## config.mk

```make
export PLATFORM = sky130hd
export DESIGN_NAME = display_capture
export DESIGN_NICKNAME = d
export VERILOG_FILES = /design/src/rtl/display_pkg.sv /design/src/rtl/display_capture_pixel_packer.sv /design/src/rtl/display_capture.sv
export SDC_FILE = /design/constraint.sdc
export NUM_CORES = 1
export LEC_CHECK = 0
export CAP_MARGIN = 20
export CORE_UTILIZATION = 41
export DETAILED_ROUTE_END_ITERATION = 16
export GPL_TIMING_DRIVEN = 0
export PLACE_DENSITY = 0.66
export SKIP_CTS_REPAIR_TIMING = 1
export SYNTH_ARGS = -nofsm -noshare
export SYNTH_HDL_FRONTEND = slang
export SYNTH_SLANG_ARGS = --single-unit
```

## constraint.sdc

```tcl
create_clock -name clk -period 2.4 [get_ports clk]
set_clock_uncertainty 0.15 [all_clocks]
set_input_delay 0.72 -clock clk [delete_from_list [all_inputs] [get_ports clk]]
set_output_delay 0.72 -clock clk [all_outputs]
set_load 0.05 [all_outputs]
```

## src/rtl/display_pkg.sv

```systemverilog
// Shared types and default geometry for the display capture block.
package display_pkg;

    localparam int unsigned DEF_ACTIVE_PIXELS = 640;
    localparam int unsigned DEF_ACTIVE_LINES  = 480;
    localparam int unsigned PIXELS_PER_WORD   = 4;
    localparam int unsigned LANE_W            = $clog2(PIXELS_PER_WORD);

    typedef enum logic [1:0] {
        IDLE  = 2'd0,
        ARMED = 2'd1,
        FRAME = 2'd2,
        DONE  = 2'd3
    } cap_state_e;

endpackage

```

## src/rtl/display_capture_pixel_packer.sv

```systemverilog
// Gathers accepted pixels into little-endian words and issues one-cycle
// frame-buffer writes with an auto-incrementing word address.
module pixel_packer
    import display_pkg::*;
#(
    parameter int unsigned PIX_W     = 8,
    parameter int unsigned ADDR_W    = 17,
    parameter int unsigned ADDR_LAST = 76799
) (
    input  logic                             clk,
    input  logic                             reset,
    input  logic                             restart,
    input  logic                             discard,
    input  logic                             pix_store,
    input  logic [PIX_W-1:0]                 pix_in,
    output logic                             wr_en,
    output logic [ADDR_W-1:0]                wr_addr,
    output logic [PIX_W*PIXELS_PER_WORD-1:0] wr_data
);

    logic [PIXELS_PER_WORD-1:0][PIX_W-1:0] lanes_q, lanes_d;
    logic [LANE_W-1:0]                     lane_q, lane_d;
    logic [ADDR_W-1:0]                     next_addr_q, next_addr_d;
    logic [ADDR_W-1:0]                     wr_addr_q, wr_addr_d;
    logic [PIX_W*PIXELS_PER_WORD-1:0]      wr_data_q, wr_data_d;
    logic                                  wr_en_q, wr_en_d;

    // Lane fill and word emission; restart wins over discard wins over store.
    always_comb begin
        lanes_d     = lanes_q;
        lane_d      = lane_q;
        next_addr_d = next_addr_q;
        wr_addr_d   = wr_addr_q;
        wr_data_d   = wr_data_q;
        wr_en_d     = 1'b0;
        if (restart) begin
            lane_d      = '0;
            next_addr_d = '0;
            wr_addr_d   = '0;
        end else if (discard) begin
            lane_d = '0;
        end else if (pix_store) begin
            lanes_d[lane_q] = pix_in;
            if (lane_q == LANE_W'(PIXELS_PER_WORD - 1)) begin
                lane_d    = '0;
                wr_en_d   = 1'b1;
                wr_data_d = lanes_d;
                wr_addr_d = next_addr_q;
                if (next_addr_q != ADDR_W'(ADDR_LAST)) begin
                    next_addr_d = next_addr_q + ADDR_W'(1);
                end
            end else begin
                lane_d = lane_q + LANE_W'(1);
            end
        end
    end

    always_ff @(posedge clk or negedge reset) begin
        if (!reset) begin
            lanes_q     <= '0;
            lane_q      <= '0;
            next_addr_q <= '0;
            wr_addr_q   <= '0;
            wr_data_q   <= '0;
            wr_en_q     <= 1'b0;
        end else begin
            lanes_q     <= lanes_d;
            lane_q      <= lane_d;
            next_addr_q <= next_addr_d;
            wr_addr_q   <= wr_addr_d;
            wr_data_q   <= wr_data_d;
            wr_en_q     <= wr_en_d;
        end
    end

    assign wr_en   = wr_en_q;
    assign wr_addr = wr_addr_q;
    assign wr_data = wr_data_q;

endmodule

```

## src/rtl/display_capture.sv

```systemverilog
// Display receive-side frame grabber: FSM, geometry checks and packing.
// Optional frame checksum enabled by defining CAPTURE_CHECKSUM_EN.
module display_capture
    import display_pkg::*;
#(
    parameter int unsigned ACTIVE_PIXELS = DEF_ACTIVE_PIXELS,
    parameter int unsigned ACTIVE_LINES  = DEF_ACTIVE_LINES,
    parameter int unsigned PIX_W         = 8,
    parameter int unsigned ADDR_W        = 17
) (
    input  logic                             clk,
    input  logic                             reset,
    input  logic                             capture_en,
    input  logic                             vblank,
    input  logic                             hblank,
    input  logic                             pix_valid,
    input  logic [PIX_W-1:0]                 pix_in,
    output logic                             wr_en,
    output logic [ADDR_W-1:0]                wr_addr,
    output logic [PIX_W*PIXELS_PER_WORD-1:0] wr_data,
    output logic                             frame_done,
    output logic [7:0]                       frame_count,
    output logic                             line_err,
    output logic                             frame_err,
    output logic [PIX_W*PIXELS_PER_WORD-1:0] frame_sum
);

    localparam int unsigned DATA_W    = PIX_W * PIXELS_PER_WORD;
    localparam int unsigned X_W       = $clog2(ACTIVE_PIXELS + 1);
    localparam int unsigned Y_W       = $clog2(ACTIVE_LINES + 2);
    localparam int unsigned ADDR_LAST = (ACTIVE_PIXELS * ACTIVE_LINES) / PIXELS_PER_WORD - 1;

    cap_state_e     state_q, state_d;
    logic [X_W-1:0] x_q, x_d;
    logic [Y_W-1:0] y_q, y_d;
    logic           hblank_q;
    logic           line_err_q, line_err_d;
    logic           frame_err_q, frame_err_d;
    logic           frame_done_q, frame_done_d;
    logic [7:0]     frame_count_q, frame_count_d;

    logic accept_c, x_ok_c, y_ok_c, store_c, eol_c, restart_c;

    assign accept_c  = (state_q == FRAME) && pix_valid && !hblank && !vblank;
    assign x_ok_c    = x_q < X_W'(ACTIVE_PIXELS);
    assign y_ok_c    = y_q < Y_W'(ACTIVE_LINES);
    assign store_c   = accept_c && x_ok_c && y_ok_c;
    // A line ends on hblank rising, but only once it has carried a pixel.
    assign eol_c     = (state_q == FRAME) && hblank && !hblank_q && (x_q != '0);
    assign restart_c = (state_d == ARMED);

    always_comb begin
        state_d       = state_q;
        x_d           = x_q;
        y_d           = y_q;
        line_err_d    = line_err_q;
        frame_err_d   = frame_err_q;
        frame_done_d  = 1'b0;
        frame_count_d = frame_count_q;
        unique case (state_q)
            IDLE: begin
                if (capture_en && vblank) begin
                    state_d = ARMED;
                end
            end
            ARMED: begin
                x_d = '0;
                y_d = '0;
                if (!vblank) begin
                    state_d     = FRAME;
                    line_err_d  = 1'b0;
                    frame_err_d = 1'b0;
                end
            end
            FRAME: begin
                if (accept_c) begin
                    if (x_ok_c) begin
                        x_d = x_q + X_W'(1);
                    end else begin
                        line_err_d = 1'b1;
                    end
                    if (!y_ok_c) begin
                        frame_err_d = 1'b1;
                    end
                end
                if (eol_c) begin
                    if (x_q != X_W'(ACTIVE_PIXELS)) begin
                        line_err_d = 1'b1;
                    end
                    x_d = '0;
                    if (y_q != Y_W'(ACTIVE_LINES + 1)) begin
                        y_d = y_q + Y_W'(1);
                    end
                end
                // Outputs for the DONE cycle are loaded on the way in.
                if (vblank) begin
                    state_d       = DONE;
                    frame_done_d  = 1'b1;
                    frame_count_d = frame_count_q + 8'd1;
                    if (y_d != Y_W'(ACTIVE_LINES)) begin
                        frame_err_d = 1'b1;
                    end
                end
            end
            DONE: begin
                state_d = capture_en ? ARMED : IDLE;
            end
        endcase
    end

    always_ff @(posedge clk or negedge reset) begin
        if (!reset) begin
            state_q       <= IDLE;
            x_q           <= '0;
            y_q           <= '0;
            hblank_q      <= 1'b0;
            line_err_q    <= 1'b0;
            frame_err_q   <= 1'b0;
            frame_done_q  <= 1'b0;
            frame_count_q <= '0;
        end else begin
            state_q       <= state_d;
            x_q           <= x_d;
            y_q           <= y_d;
            hblank_q      <= hblank;
            line_err_q    <= line_err_d;
            frame_err_q   <= frame_err_d;
            frame_done_q  <= frame_done_d;
            frame_count_q <= frame_count_d;
        end
    end

    pixel_packer #(
        .PIX_W     (PIX_W),
        .ADDR_W    (ADDR_W),
        .ADDR_LAST (ADDR_LAST)
    ) u_packer (
        .clk       (clk),
        .reset     (reset),
        .restart   (restart_c),
        .discard   (eol_c),
        .pix_store (store_c),
        .pix_in    (pix_in),
        .wr_en     (wr_en),
        .wr_addr   (wr_addr),
        .wr_data   (wr_data)
    );

`ifdef CAPTURE_CHECKSUM_EN
    logic [DATA_W-1:0] acc_q, acc_d;
    logic [DATA_W-1:0] frame_sum_q, frame_sum_d;

    // Running sum of written words, published when the frame closes.
    always_comb begin
        acc_d       = acc_q;
        frame_sum_d = frame_sum_q;
        if (wr_en) begin
            acc_d = acc_q + wr_data;
        end
        if (state_q == ARMED) begin
            acc_d = '0;
        end
        if ((state_q == FRAME) && (state_d == DONE)) begin
            frame_sum_d = acc_d;
        end
    end

    always_ff @(posedge clk or negedge reset) begin
        if (!reset) begin
            acc_q       <= '0;
            frame_sum_q <= '0;
        end else begin
            acc_q       <= acc_d;
            frame_sum_q <= frame_sum_d;
        end
    end

    assign frame_sum = frame_sum_q;
`else
    assign frame_sum = DATA_W'(0);
`endif

    assign frame_done  = frame_done_q;
    assign frame_count = frame_count_q;
    assign line_err    = line_err_q;
    assign frame_err   = frame_err_q;

endmodule

```

==> flow_summary.ini, run 1 <==
[run_status]
status = finished with violations
violations = negative setup slack

[setup_path]
worst-setup-path-type = register to register
crit_path_end = u_packer.lanes_q[17]$_DFFE_PN0P_
reg2regPathDepth = 9
arrival_ps = 2690
crit_path_end_kind = register
cp_max_fo = 5
r2r_slack_ps = -140
rr_startpoint = state_q[0]$_DFF_PN0_
critPathLaunchType = register
startpoint = state_q[0]$_DFF_PN0_
required_ps = 2550
rr_endpoint = u_packer.lanes_q[17]$_DFFE_PN0P_

[synth]
synth_edf_count = 0
yosys.area_share.simple_pct = 13.8
synth_cell_types = 73
synth_compound_area_share_pct = 12.4
synth_warnings = 0
synth_fa_ha_area_share_pct = 2.84
synth_top_family_by_area = multiplexers
async_reset_ff_share_pct = 100
postSynthAreaPerCell_um2 = 10.7
postSynthCellCount = 617
synth-seq-cells = 126
yosysSeqAreaShare_pct = 47.7
synth_xor_area_share_pct = 1.99
synth_ff_type = dfrtp_1
synthMuxAreaShare_pct = 14.0
syn_area_mm2 = 0.00661

[route]
via_count = 5213
dr.pass1.iters = 6
antenna_left = 0
remaining_drc_errors = 0
routed_wirelength_um = 16500
avgViaCountPerCell = 5.23
drt_iter0_markers = 308
routedWlPerCell_um = 16.5

[power_and_ir_drop]
p_leak_nw = 5.22
pwr-share-clk_pct = 31.4
p_per_area_mw_per_mm2 = 868
combPwrFrac_pct = 37.5
power.switching_mw = 2.81
intPower_mw = 5.16
ir_worst_vdd_mv = 0.806
swShare_pct = 35.3
seq_power_share_pct = 31.1

[place]
place_inst = 939
hpwl_um = 10800
numPortBuffers = 74
place.gp.congestion = 0.866
placed_area_mm2 = 0.00787

[sta]
rsz0062_at_grt = true
timing.final.crit_share_pct = 106
tightest_slew_ps = 767
finalSetupViolCount = 37
slew_headroom_pct = 48.8
finalMaxSlewViolations = 0
fmax_mhz = 393
fin_ws_ps = -144
period_minus_slack_ps = 2540
finalHoldViolations = 0

[cts]
clk_path_buf_depth = 2
cts_made_buffers = 17
cts-root-buf = clkbuf_16
cts_tree = yes
htree_levels = 4
clk_pin_slew_ps = 50
clock_latency_ps = 410
cts_sinks = 126

[finish]
area_delta_synth_final_pct = 38.8
nNetsFinal = 797
final_cells = 997
diodes = 0
layout-drive-gt1-share_pct = 24.6
final_area_mm2 = 0.00918

[die]
core_mm2 = 0.0158
pin_count = 107
start_util_pct = 41.8
die_w_um = 129
die_y_um = 129
dieArea_mm2 = 0.0166
rows = 46

[min_path]
hp-class = primary input to async pin

[grt]
use_met2_pct = 32.5
grt_pass1_vias = 5026
grt_util_met1_pct = 24.2
gr-total-overflow = 0
antenna_found_initial = 0
grt_use_total_pct = 19.3
busiest_layer = met2
grt_max_degree = 102
grt_pass1_wl_um = 25000
global_route.usage.met3_pct = 3.92

[run]
maxCapViolCount = 0
[placed cells by master, fill, tap and decap left out, drive strengths merged, types with 5 or more instances in the layout]
| cell | count |
|---|---|
| nand3 | 12 |
| mux2 | 35 |
| and3 | 6 |
| xnor2 | 8 |
| inv | 17 |
| nand2b | 10 |
| ha | 15 |
| xor2 | 7 |
| mux2i | 53 |
| dfrtp | 126 |
| dlymetal6s2s | 63 |
| nor4b | 5 |
| a21oi | 18 |
| nand2 | 43 |
| o21ai | 52 |
| conb | 32 |
| nor3 | 6 |
| a211oi | 12 |
| buf | 78 |
| nand4 | 15 |
| nor2 | 44 |
| clkbuf | 40 |
| clkdlybuf4s50 | 10 |
[synth_stat cells (all sizes together), types with 4 or more instances]
cell type / n / area (µm²)
a211oi: 12 / 90.1
a21oi: 18 / 93.8
and2: 4 / 25.0
and3: 6 / 37.5
buf: 51 / 347
clkbuf: 17 / 63.8
dfrtp: 126 / 3150
ha: 15 / 188
inv: 17 / 63.8
mux2: 35 / 398
mux2i: 53 / 531
nand2: 43 / 164
nand2b: 10 / 62.6
nand3: 12 / 65.1
nand4: 15 / 100
nor2: 44 / 165
nor3: 6 / 30.0
nor4b: 5 / 88.8
o21ai: 52 / 260
o22ai: 4 / 25.0
o2bb2ai: 4 / 35.0
xnor2: 8 / 70.1
xor2: 7 / 61.3
[state kept, by name (all words and copies together) (netlist names)]
signal / count
u_packer.wr_data: 32
u_packer.lanes_q: 24
u_packer.next_addr_q: 17
u_packer.wr_addr: 17
x_q: 10
y_q: 9
frame_count: 8
state_q: 2
u_packer.lane_q: 2
frame_done: 1
frame_err: 1
hblank_q: 1
line_err: 1
u_packer.wr_en: 1
[per-stage QoR]
stage | worst slack (ps) | utilization (%) | hold slack [ps] | TNS (ps) | total power, mW
2_1_floorplan | -66.4 | - | 274 | -1820 | 4.19
3_3_place_gp | -4420 | 49.6 | 318 | -627440 | 4.73
3_5_place_dp | -890 | 49.7 | 321 | -74340 | 4.82
4_1_cts | -638 | 53.4 | 10.2 | -42620 | 7.33
5_1_grt | -207 | 58.0 | 22.2 | -7570 | 8.34
6_report | -144 | 58.0 | 11.9 | -3830 | 7.97
[critical path, stage by stage (launching register included)]
cell	delay, ps
dfrtp_2	470
inv_4	110
ha_4	170
mux2_4	320
a21oi_4	160
a2bb2oi_4	90
buf_12	150
nor4b_4	300
buf_6	170
mux2_2	330
[cell type report]
cell class	instances	area, µm²
inverter	17	68.8
tap	216	270
fill	1282	6650
clock inverter	10	114
timing repair buffer	103	1220
multi-input combinational	437	3410
buffer	66	485
clock buffer	22	464
sequential	126	3160
[power by group through the flow]
| stage | clock [mW] | combinational, mW | sequential (mW) |
|---|---|---|---|
| finish | 2.50 | 2.99 | 2.48 |
| global route | 2.63 | 3.20 | 2.50 |
| CTS | 2.54 | 2.34 | 2.46 |
| detailed placement | 0 | 2.33 | 2.49 |
| global placement | 0 | 2.25 | 2.48 |
| floorplan | 0 | 1.58 | 2.61 |
[logic make-up after synthesis]
kind of cell | Yosys count
compound gates | 122
xor+xnor | 15
fa+ha+maj | 15
buf+inv | 85
flops | 126
mux | 88
other cells | 1
simple gates | 165
[worst min-delay path by stage]
stage | start | to | slack [ps] | cells past startpoint
after floorplan | reset | frame_count[0]$_DFFE_PN0P_ | 270 | 0
after global placement | frame_count[7]$_DFFE_PN0P_ | frame_count[7]$_DFFE_PN0P_ | 320 | 1
after detailed placement | frame_count[7]$_DFFE_PN0P_ | frame_count[7]$_DFFE_PN0P_ | 320 | 1
after CTS | reset | u_packer.wr_data[24]$_DFFE_PN0P_ | 10 | 1
after global routing | reset | u_packer.wr_data[24]$_DFFE_PN0P_ | 20 | 1
final | reset | u_packer.wr_data[24]$_DFFE_PN0P_ | 10 | 1
[metal layers]
layer / vias to the layer above / wire, µm
met2: 141 / 8440
met5: - / 0
met4: 0 / 215
met1: 2605 / 7180
li1: 2447 / -
met3: 20 / 633
Power figures use the tool's default switching activity.
==> inputs of run 2 (changes only) <==
Settings changed: CAP_MARGIN 20 to default.
==> results of run 2 <==
Same layout as run 1: the final DEF is identical, and so are final timing and power.
